===== src/rtl/ahb_lite_fifo_slave.sv =====
// ahb_lite_fifo_slave: AHB-Lite-style 8-bit slave with a FIFO behind DATA, programmable wait
// states, status/count registers and sticky overflow/underflow flags.
module ahb_lite_fifo_slave #(
    parameter int         DEPTH       = 4,
    parameter int         WAIT_STATES = 1,
    parameter logic [7:0] ADDR_DATA   = 8'h00,
    parameter logic [7:0] ADDR_STATUS = 8'h01,
    parameter logic [7:0] ADDR_COUNT  = 8'h02
) (
    input  logic       clock,
    input  logic       rst_n,
    input  logic       write,
    input  logic       trans,
    input  logic [7:0] waddr,
    input  logic [7:0] wdata,
    output logic       readyout,
    output logic [7:0] rdata
);
    localparam int AW = $clog2(DEPTH);
    localparam int CW = AW + 1;

    typedef enum logic [1:0] {S_IDLE, S_WAIT, S_DONE} state_t;

    state_t          state_q, state_d;
    logic [2:0]      cnt_q, cnt_d;
    logic            wr_q, wr_d;
    logic [7:0]      addr_q, addr_d, rdata_q, rdata_d;
    logic [AW-1:0]   wp_q, wp_d, rp_q, rp_d;
    logic [CW-1:0]   occ_q, occ_d;
    logic            ovf_q, ovf_d, unf_q, unf_d;
    logic [7:0]      mem [DEPTH];
    logic            accept, full, empty, commit, push, pop, rd_w;
    logic [7:0]      rd_a, rsel;

    assign readyout = state_q != S_WAIT;
    assign rdata    = rdata_q;
    assign accept   = trans && readyout;
    assign full     = occ_q == CW'(DEPTH);
    assign empty    = occ_q == '0;
    assign commit   = state_q == S_DONE;
    assign push     = commit && wr_q && addr_q == ADDR_DATA && !full;
    assign pop      = commit && !wr_q && addr_q == ADDR_DATA && !empty;

    always_comb begin
        state_d = state_q;
        cnt_d   = cnt_q;
        wr_d    = wr_q;
        addr_d  = addr_q;
        if (accept) begin
            state_d = WAIT_STATES > 0 ? S_WAIT : S_DONE;
            cnt_d   = 3'(WAIT_STATES - 1);
            wr_d    = write;
            addr_d  = waddr;
        end else if (state_q == S_WAIT) begin
            state_d = cnt_q == '0 ? S_DONE : S_WAIT;
            cnt_d   = cnt_q - 3'd1;
        end else begin
            state_d = S_IDLE;
        end
    end

    // Read data is selected from the access that is about to enter DONE
    always_comb begin
        rd_w    = accept ? write : wr_q;
        rd_a    = accept ? waddr : addr_q;
        rsel    = rd_a == ADDR_DATA   ? (empty ? 8'h00 : mem[rp_q]) :
                  rd_a == ADDR_STATUS ? {4'b0, unf_q, ovf_q, full, empty} :
                  rd_a == ADDR_COUNT  ? 8'(occ_q) : 8'h00;
        rdata_d = (state_d == S_DONE && !rd_w) ? rsel : 8'h00;
        wp_d    = wp_q + AW'(push);
        rp_d    = rp_q + AW'(pop);
        occ_d   = occ_q + CW'(push) - CW'(pop);
        ovf_d   = (ovf_q && !(commit && wr_q && addr_q == ADDR_STATUS && wdata[2])) ||
                  (commit && wr_q && addr_q == ADDR_DATA && full);
        unf_d   = (unf_q && !(commit && wr_q && addr_q == ADDR_STATUS && wdata[3])) ||
                  (commit && !wr_q && addr_q == ADDR_DATA && empty);
    end

    always_ff @(posedge clock or negedge rst_n) begin
        if (!rst_n) begin
            state_q <= S_IDLE;
            cnt_q   <= '0;
            wr_q    <= 1'b0;
            addr_q  <= '0;
            rdata_q <= '0;
            wp_q    <= '0;
            rp_q    <= '0;
            occ_q   <= '0;
            ovf_q   <= 1'b0;
            unf_q   <= 1'b0;
        end else begin
            state_q <= state_d;
            cnt_q   <= cnt_d;
            wr_q    <= wr_d;
            addr_q  <= addr_d;
            rdata_q <= rdata_d;
            wp_q    <= wp_d;
            rp_q    <= rp_d;
            occ_q   <= occ_d;
            ovf_q   <= ovf_d;
            unf_q   <= unf_d;
        end
    end

    always_ff @(posedge clock) begin
        if (push) mem[wp_q] <= wdata;
    end
endmodule


===== config.mk =====
export PLATFORM = sky130hd
export DESIGN_NAME = ahb_lite_fifo_slave
export DESIGN_NICKNAME = d
export VERILOG_FILES = /design/src/rtl/ahb_lite_fifo_slave.sv
export SDC_FILE = /design/constraint.sdc
export NUM_CORES = 1
export LEC_CHECK = 0
export ABC_AREA = 1
export CORE_ASPECT_RATIO = 0.5
export CORE_MARGIN = 1.5
export CORE_UTILIZATION = 45
export CTS_BUF_LIST = sky130_fd_sc_hd__clkbuf_8
export DETAILED_ROUTE_END_ITERATION = 8
export GPL_TIMING_DRIVEN = 0
export PLACE_DENSITY_LB_ADDON = 0.2
export SLEW_MARGIN = 20
export SYNTH_ARGS = -nofsm -noshare
export SYNTH_HDL_FRONTEND = slang
export SYNTH_SLANG_ARGS = --single-unit

===== constraint.sdc =====
create_clock -name clock -period 2.9 [get_ports clock]
set_clock_uncertainty 0.05 [all_clocks]
set_input_delay 0.58 -clock clock [delete_from_list [all_inputs] [get_ports clock]]
set_output_delay 0.58 -clock clock [all_outputs]
set_load 0.01 [all_outputs]

==> results of run 1 <==
## cell usage in the layout (no fill, tap or decap), types with 3 or more instances in the layout
cell             netlist  routed
nor2_1                45      45
clkdlybuf4s50_1        0      27
a21oi_1                6       6
xor2_1                 3       3
ha_1                   4       4
o22ai_1                5       5
edfxtp_1              32      32
nand2_1               36      36
buf_2                  4       5
inv_1                 38      38
nand2_4                3       3
clkbuf_8               0       9
dfrtp_1               31      31
clkinvlp_4             0       4
o21ai_0               20      20
nand2_2                9       9
nand3_1               20      20
nand3b_1               8       8
## worst max path at each step
stage / start / endpoint / slack (ns) / cells past startpoint
final: addr_q[6] / mem[3][6] / 0.42 / 7
after global routing: addr_q[6] / mem[1][6] / 0.17 / 7
after CTS: addr_q[6] / mem[1][1] / 0.35 / 7
after detailed placement: addr_q[6] / mem[1][5] / 0.35 / 7
after global placement: addr_q[6] / mem[0][5] / 0.40 / 7
after floorplan: state_q[0] / mem[2][0] / 0.97 / 6
## report_power, final
part / switching, mW / internal (mW) / leakage (nW) / total [mW]
clock network: 0.347 / 0.395 / 0.0875 / 0.742
logic: 0.383 / 0.220 / 0.732 / 0.603
registers: 0.0428 / 1.04 / 0.677 / 1.08
## routing by layer
| layer | GRT usage, % | vias up | share of wire, % |
|---|---|---|---|
| met3 | 5.93 | 6 | 5.2 |
| met4 | 6.79 | 0 | 1.2 |
| met1 | 24.4 | 991 | 49 |
| li1 | - | 1003 | - |
| met2 | 27.6 | 43 | 45 |
| met5 | 0 | - | 0 |
## area by class of cell
| type | instances | share of cell area (%) |
|---|---|---|
| timing repair buffer | 28 | 7.95 |
| tap | 88 | 3.18 |
| buffer | 8 | 1.66 |
| multi-input combinational | 173 | 26.9 |
| inverter | 41 | 4.45 |
| sequential | 63 | 50.2 |
| clock buffer | 9 | 3.58 |
| clock inverter | 7 | 2.13 |
## critical path: stages, from the launching register on
cell and delay [ns]:
dfrtp_1 0.36, inv_1 0.08, nand4_1 0.13, nor3_1 0.34, nand2_1 0.16, nor2_1 0.24
nand2_1 0.10, nor2_1 0.64
## per-stage QoR
step                      setup WS, ns  total power [mW]  hold slack, ns
after floorplan                  0.974              1.55           0.234
after global placement           0.402              1.68           0.429
after detailed placement         0.355              1.70           0.440
after CTS                        0.347              2.44           0.239
after global routing             0.170              2.58           0.274
final                            0.417              2.42           0.230
## cells by family (layout without fill, tap and decap cells)
logic type,Yosys count,count (layout)
simple gates,130,130
flops,63,63
buf+inv,49,93
compound gates,33,33
fa+ha+maj,5,5
xor+xnor,5,5
## state kept, by name, indices dropped and copies added (netlist names)
name     cells
wr_q         1
addr_q       8
mem         32
wp_q         2
occ_q        3
rp_q         2
unf_q        1
state_q      2
ovf_q        1
rdata        8
cnt_q        3
==> impl_metrics.py, run 1 <==
metrics = {
    "route": {
        "ant_nets": 0,
        "drt-initial-drc-count": 67,
        "dr.pass1.iters": 4,
        "drc": 0,
        "via_per_inst": 4.90,
        "vias": 2043,
        "post_drt_wl_per_cell_um": 12.8,
        "drt-total-wl_mm": 5.35,
    },
    "power": {
        "p_per_area_mw_per_mm2": 700,
        "max-vdd-ir-drop_uv": 254,
        "leakage_nw": 1.50,
    },
    "synthesis": {
        "ys_warn_count": 0,
        "post-synth-top-count-cell": "nor2_1",
        "synthSimpleGateAreaFrac_pct": 22.2,
        "ys_seq_elements": 63,
        "syn_area_per_cell_um2": 10.1,
        "synth_ff_type": "edfxtp_1",
        "netlist_top_cells_area": "edfxtp_1, dfrtp_1, nor2_1, inv_1, nand2_1",
        "synth-xor-area-share_pct": 1.52,
        "synth-edff-count": 32,
        "synthAdderAreaFrac_pct": 2.43,
        "netlist_instances": 285,
        "synth_compound_area_share_pct": 6.13,
        "netlist-cell-type-count": 30,
        "ys_seq_area_share_pct": 60.3,
        "synth_area_leader_cell": "edfxtp_1",
        "syn_area_mm2": 0.00288,
        "synth_top_family_by_area": "simple AND/OR/NAND/NOR gates",
        "async_flop_share_pct": 49.2,
        "syn-num-nets": 310,
        "synth_top_area_share_pct": 33.4,
        "synth_mux_area_share_pct": 0,
        "synth_common_cells": "nor2_1, inv_1, nand2_1, edfxtp_1, dfrtp_1",
    },
    "clock_network": {
        "root_buffer": "clkbuf_8",
        "cts_tree": "built",
        "clock_latency_ns": 0.34,
        "clk_pin_slew_ns": 0.07,
        "cts_made_buffers": 9,
        "cts.path.max_buffers": 2,
        "h-tree-depth": 3,
        "clock-sinks": 63,
        "cts.repair.resized": 0,
        "cts_setup_buffers": 0,
        "cts_hold_buf": 0,
    },
    "floorplanning": {
        "rows": 20,
        "io-pin-count": 29,
        "coreArea_mm2": 0.00613,
        "fp.dieH_um": 59.5,
        "die-area_mm2": 0.00691,
        "die_w_um": 116,
        "start_util_pct": 46.9,
    },
    "grt": {
        "grt-ovfl-total": 0,
        "grt.total_usage_pct": 18.1,
        "antenna_found_initial": 0,
        "grt_max_degree": 32,
        "grt_pass1_vias": 1967,
        "grt_pass1_wl_mm": 9.10,
    },
    "sta": {
        "rsz0062_at_grt": "no",
        "worst_pin_slew_ns": 0.829,
        "fin_crit_ns": 2.48,
        "fin_setup_tns_ns": 0,
        "setup_viol": 0,
        "drv_slew": 0,
        "fmax_mhz": 403,
        "timing.final.hold_violations": 0,
        "relSlewSlack_pct": 44.5,
        "timing.final.crit_share_pct": 85.6,
    },
    "place": {
        "place_congestion": 0.816,
        "dp_hpwl_mm": 3.73,
        "dp_cells": 401,
        "numPortBuffers": 28,
        "placed_area_mm2": 0.00326,
    },
    "worst_setup_path": {
        "critPathKind": "reg2reg",
        "ff2ff_path_depth": 7,
        "r2r-end": "mem[3][6]",
        "critPathCaptureType": "flip-flop",
        "reg2reg_from": "addr_q[6]",
        "crit_fanout": 8,
        "crit_required_ns": 2.82,
        "r2r_slack_ns": 0.42,
        "startpoint_type": "flip-flop",
        "cp.arrival_ns": 2.40,
    },
    "layout": {
        "multi_input_area_um2": 930,
        "nets": 349,
        "n_antenna_cell": 0,
        "regArea_mm2": 0.00174,
        "drive_gt1_share_pct": 13.7,
        "design_area_mm2": 0.00346,
        "utilization_pct": 56.4,
        "final_cells": 417,
        "fillers": 538,
        "area.growth.synth_to_final_pct": 20.3,
    },
    "run_status": {
        "status": "complete, no violations",
    },
    "hold_path": {
        "hold_class": "in2async",
    },
    "run": {
        "cap_violations": 0,
    },
}
Note: power is estimated with default switching activity, not from simulation.
==> run 2: changes to the inputs <==
--- a/config.mk
+++ b/config.mk
@@ -10,9 +10,10 @@
 export CORE_MARGIN = 1.5
 export CORE_UTILIZATION = 45
 export CTS_BUF_LIST = sky130_fd_sc_hd__clkbuf_8
+export CTS_CLUSTER_DIAMETER = 200
 export DETAILED_ROUTE_END_ITERATION = 8
 export GPL_TIMING_DRIVEN = 0
-export PLACE_DENSITY_LB_ADDON = 0.2
+export PLACE_DENSITY = 0.7
 export SLEW_MARGIN = 20
 export SYNTH_ARGS = -nofsm -noshare
 export SYNTH_HDL_FRONTEND = slang
==> run 2 against run 1 <==
Global-route usage is 0.42 points lower. Die area is the same. Clock power increased by 8.0%. Wire length is 2.1% lower. Via count shrank 1.9%. Critical path type unchanged. Critical endpoint is now mem[0][1].
==> impl_metrics.py, run 2 (same netlist as run 1, synthesis figures left out) <==
metrics = {
    "grt": {
        "grt_max_degree": 32,
        "grt-ovfl-total": 0,
        "antenna_found_initial": 0,
        "grt_pass1_vias": 1963,
        "grt_pass1_wl_mm": 8.89,
        "grt.total_usage_pct": 17.7,
    },
    "sta": {
        "setup_slack_ns": 0.503,
        "worst_pin_slew_ns": 0.759,
        "timing.final.crit_share_pct": 82.7,
        "fin_setup_tns_ns": 0,
        "drv_slew": 0,
        "fmax_mhz": 417,
        "relSlewSlack_pct": 49.2,
        "fin_crit_ns": 2.40,
        "hold_slack_ns": 0.223,
        "rsz0062_at_grt": "no",
        "timing.final.hold_violations": 0,
        "setup_viol": 0,
    },
    "clock_network": {
        "cts_tree": "built",
        "clock_latency_ns": 0.34,
        "cts_made_buffers": 9,
        "cts_setup_buffers": 0,
        "cts.repair.resized": 0,
        "cts.path.max_buffers": 2,
        "cts_hold_buf": 0,
        "clock-sinks": 63,
        "root_buffer": "clkbuf_8",
        "h-tree-depth": 3,
        "clk_pin_slew_ns": 0.07,
    },
    "layout": {
        "fillers": 516,
        "multi_input_area_um2": 930,
        "area.growth.synth_to_final_pct": 20.7,
        "final_cells": 417,
        "final_cell_mix": "nor2_1, inv_1, nand2_1",
        "n_antenna_cell": 0,
        "drive_gt1_share_pct": 13.1,
        "largest_reg_flops": 32,
        "top_register": "mem",
        "final_common_cell": "nor2_1",
        "regArea_mm2": 0.00174,
        "nets": 349,
    },
    "worst_setup_path": {
        "crit_slowest_cell": "nor2_1",
        "cp_cell_sequence": "inv_1, nand4_1, nor3_1, nand2_1, nor2_1, nand2_1, nor2_1",
        "cp.arrival_ns": 2.31,
        "startpoint_type": "flip-flop",
        "worst-path-buf-inv": 1,
        "r2r-end": "mem[0][1]",
        "critPathKind": "reg2reg",
        "crit_required_ns": 2.82,
        "ff2ff_path_depth": 7,
        "cp_top_family": "simple AND/OR/NAND/NOR gates",
        "r2r_slack_ns": 0.50,
        "reg2reg_from": "addr_q[6]",
        "critPathCaptureType": "flip-flop",
        "crit_fanout": 8,
        "startpoint": "addr_q[6]",
        "max_stage_delay_ns": 0.59,
    },
    "floorplanning": {
        "io-pin-count": 29,
        "fp.dieH_um": 59.5,
        "die-area_mm2": 0.00691,
        "die_w_um": 116,
        "start_util_pct": 46.9,
        "coreArea_mm2": 0.00613,
        "rows": 20,
    },
    "power": {
        "max-vdd-ir-drop_uv": 223,
        "p_int_mw": 1.73,
        "fin_total_pwr_mw": 2.49,
        "seqPwrFrac_pct": 43.5,
        "net-switching-power_mw": 0.757,
        "p_per_area_mw_per_mm2": 717,
        "combPwrFrac_pct": 24.3,
        "switching_share_pct": 30.4,
        "leakage_nw": 1.51,
        "p_clk_share_pct": 32.2,
    },
    "route": {
        "ant_nets": 0,
        "post_drt_wl_per_cell_um": 12.6,
        "dr.pass1.iters": 4,
        "drt-total-wl_mm": 5.24,
        "vias": 2004,
        "via_per_inst": 4.81,
        "drt-initial-drc-count": 123,
        "drc": 0,
    },
    "place": {
        "dp_cells": 401,
        "place_congestion": 0.795,
        "numPortBuffers": 28,
        "dp_hpwl_mm": 3.79,
        "dpl_worst_slack_ns": 0.397,
    },
    "run": {
        "cap_violations": 0,
    },
    "run_status": {
        "status": "complete, no violations",
    },
    "hold_path": {
        "hold_class": "in2async",
    },
}
## run 2: changes by cell type in the layout (fill, tap and decap cells not counted)
cell / before / now
clkinv_1: 1 / 3
clkinvlp_4: 4 / 2
clkinv_4: 1 / 0
bufinv_16: 1 / 2
## run 2: worst max-delay path by stage
| stage | slack (ns) | cells past startpoint | end |
|---|---|---|---|
| global placement | 0.44 | 7 | mem[2][5] |
| finish | 0.50 | 7 | mem[0][1] |
| detailed placement | 0.40 | 7 | mem[1][7] |
| floorplan | 0.97 | 6 | mem[2][0] |
| global route | 0.21 | 7 | mem[2][5] |
| CTS | 0.39 | 7 | mem[1][0] |
## run 2: through the flow
step | util, % | cell area, µm²
global placement | 53.3 | 3270
detailed placement | 53.2 | 3260
CTS | 56.7 | 3470
floorplan | - | 2880
finish | 56.7 | 3470
global route | 56.7 | 3470
## run 2: worst reg2reg max path, stage by stage (launching register included)
cell and delay [ns]:
dfrtp_1 0.36, inv_1 0.08, nand4_1 0.13, nor3_1 0.31, nand2_1 0.18, nor2_1 0.21
nand2_1 0.11, nor2_1 0.59
## run 2: per-layer routing
layer	global-route usage, %	vias up	part of all wire [%]
met4	6.62	0	0.69
met1	21.5	954	48
met3	6.34	4	4.6
met5	0	-	0
li1	-	1008	-
met2	29.5	38	47
## run 2: area by class of cell
cell class,count,share of cell area (%)
Buffer,8,1.66
Clock buffer,9,3.57
Clock inverter,7,2.52
Inverter,41,4.43
Multi-Input combinational cell,173,26.8
Sequential cell,63,50.0
Tap cell,88,3.17
Timing Repair Buffer,28,7.92
## run 2: power groups by stage
stage | logic [mW] | clock network, mW | registers [mW]
after floorplan | 0.456 | 0 | 1.09
after global routing | 0.684 | 0.857 | 1.09
after CTS | 0.612 | 0.819 | 1.08
final | 0.606 | 0.801 | 1.08
after detailed placement | 0.608 | 0 | 1.10
after global placement | 0.580 | 0 | 1.10
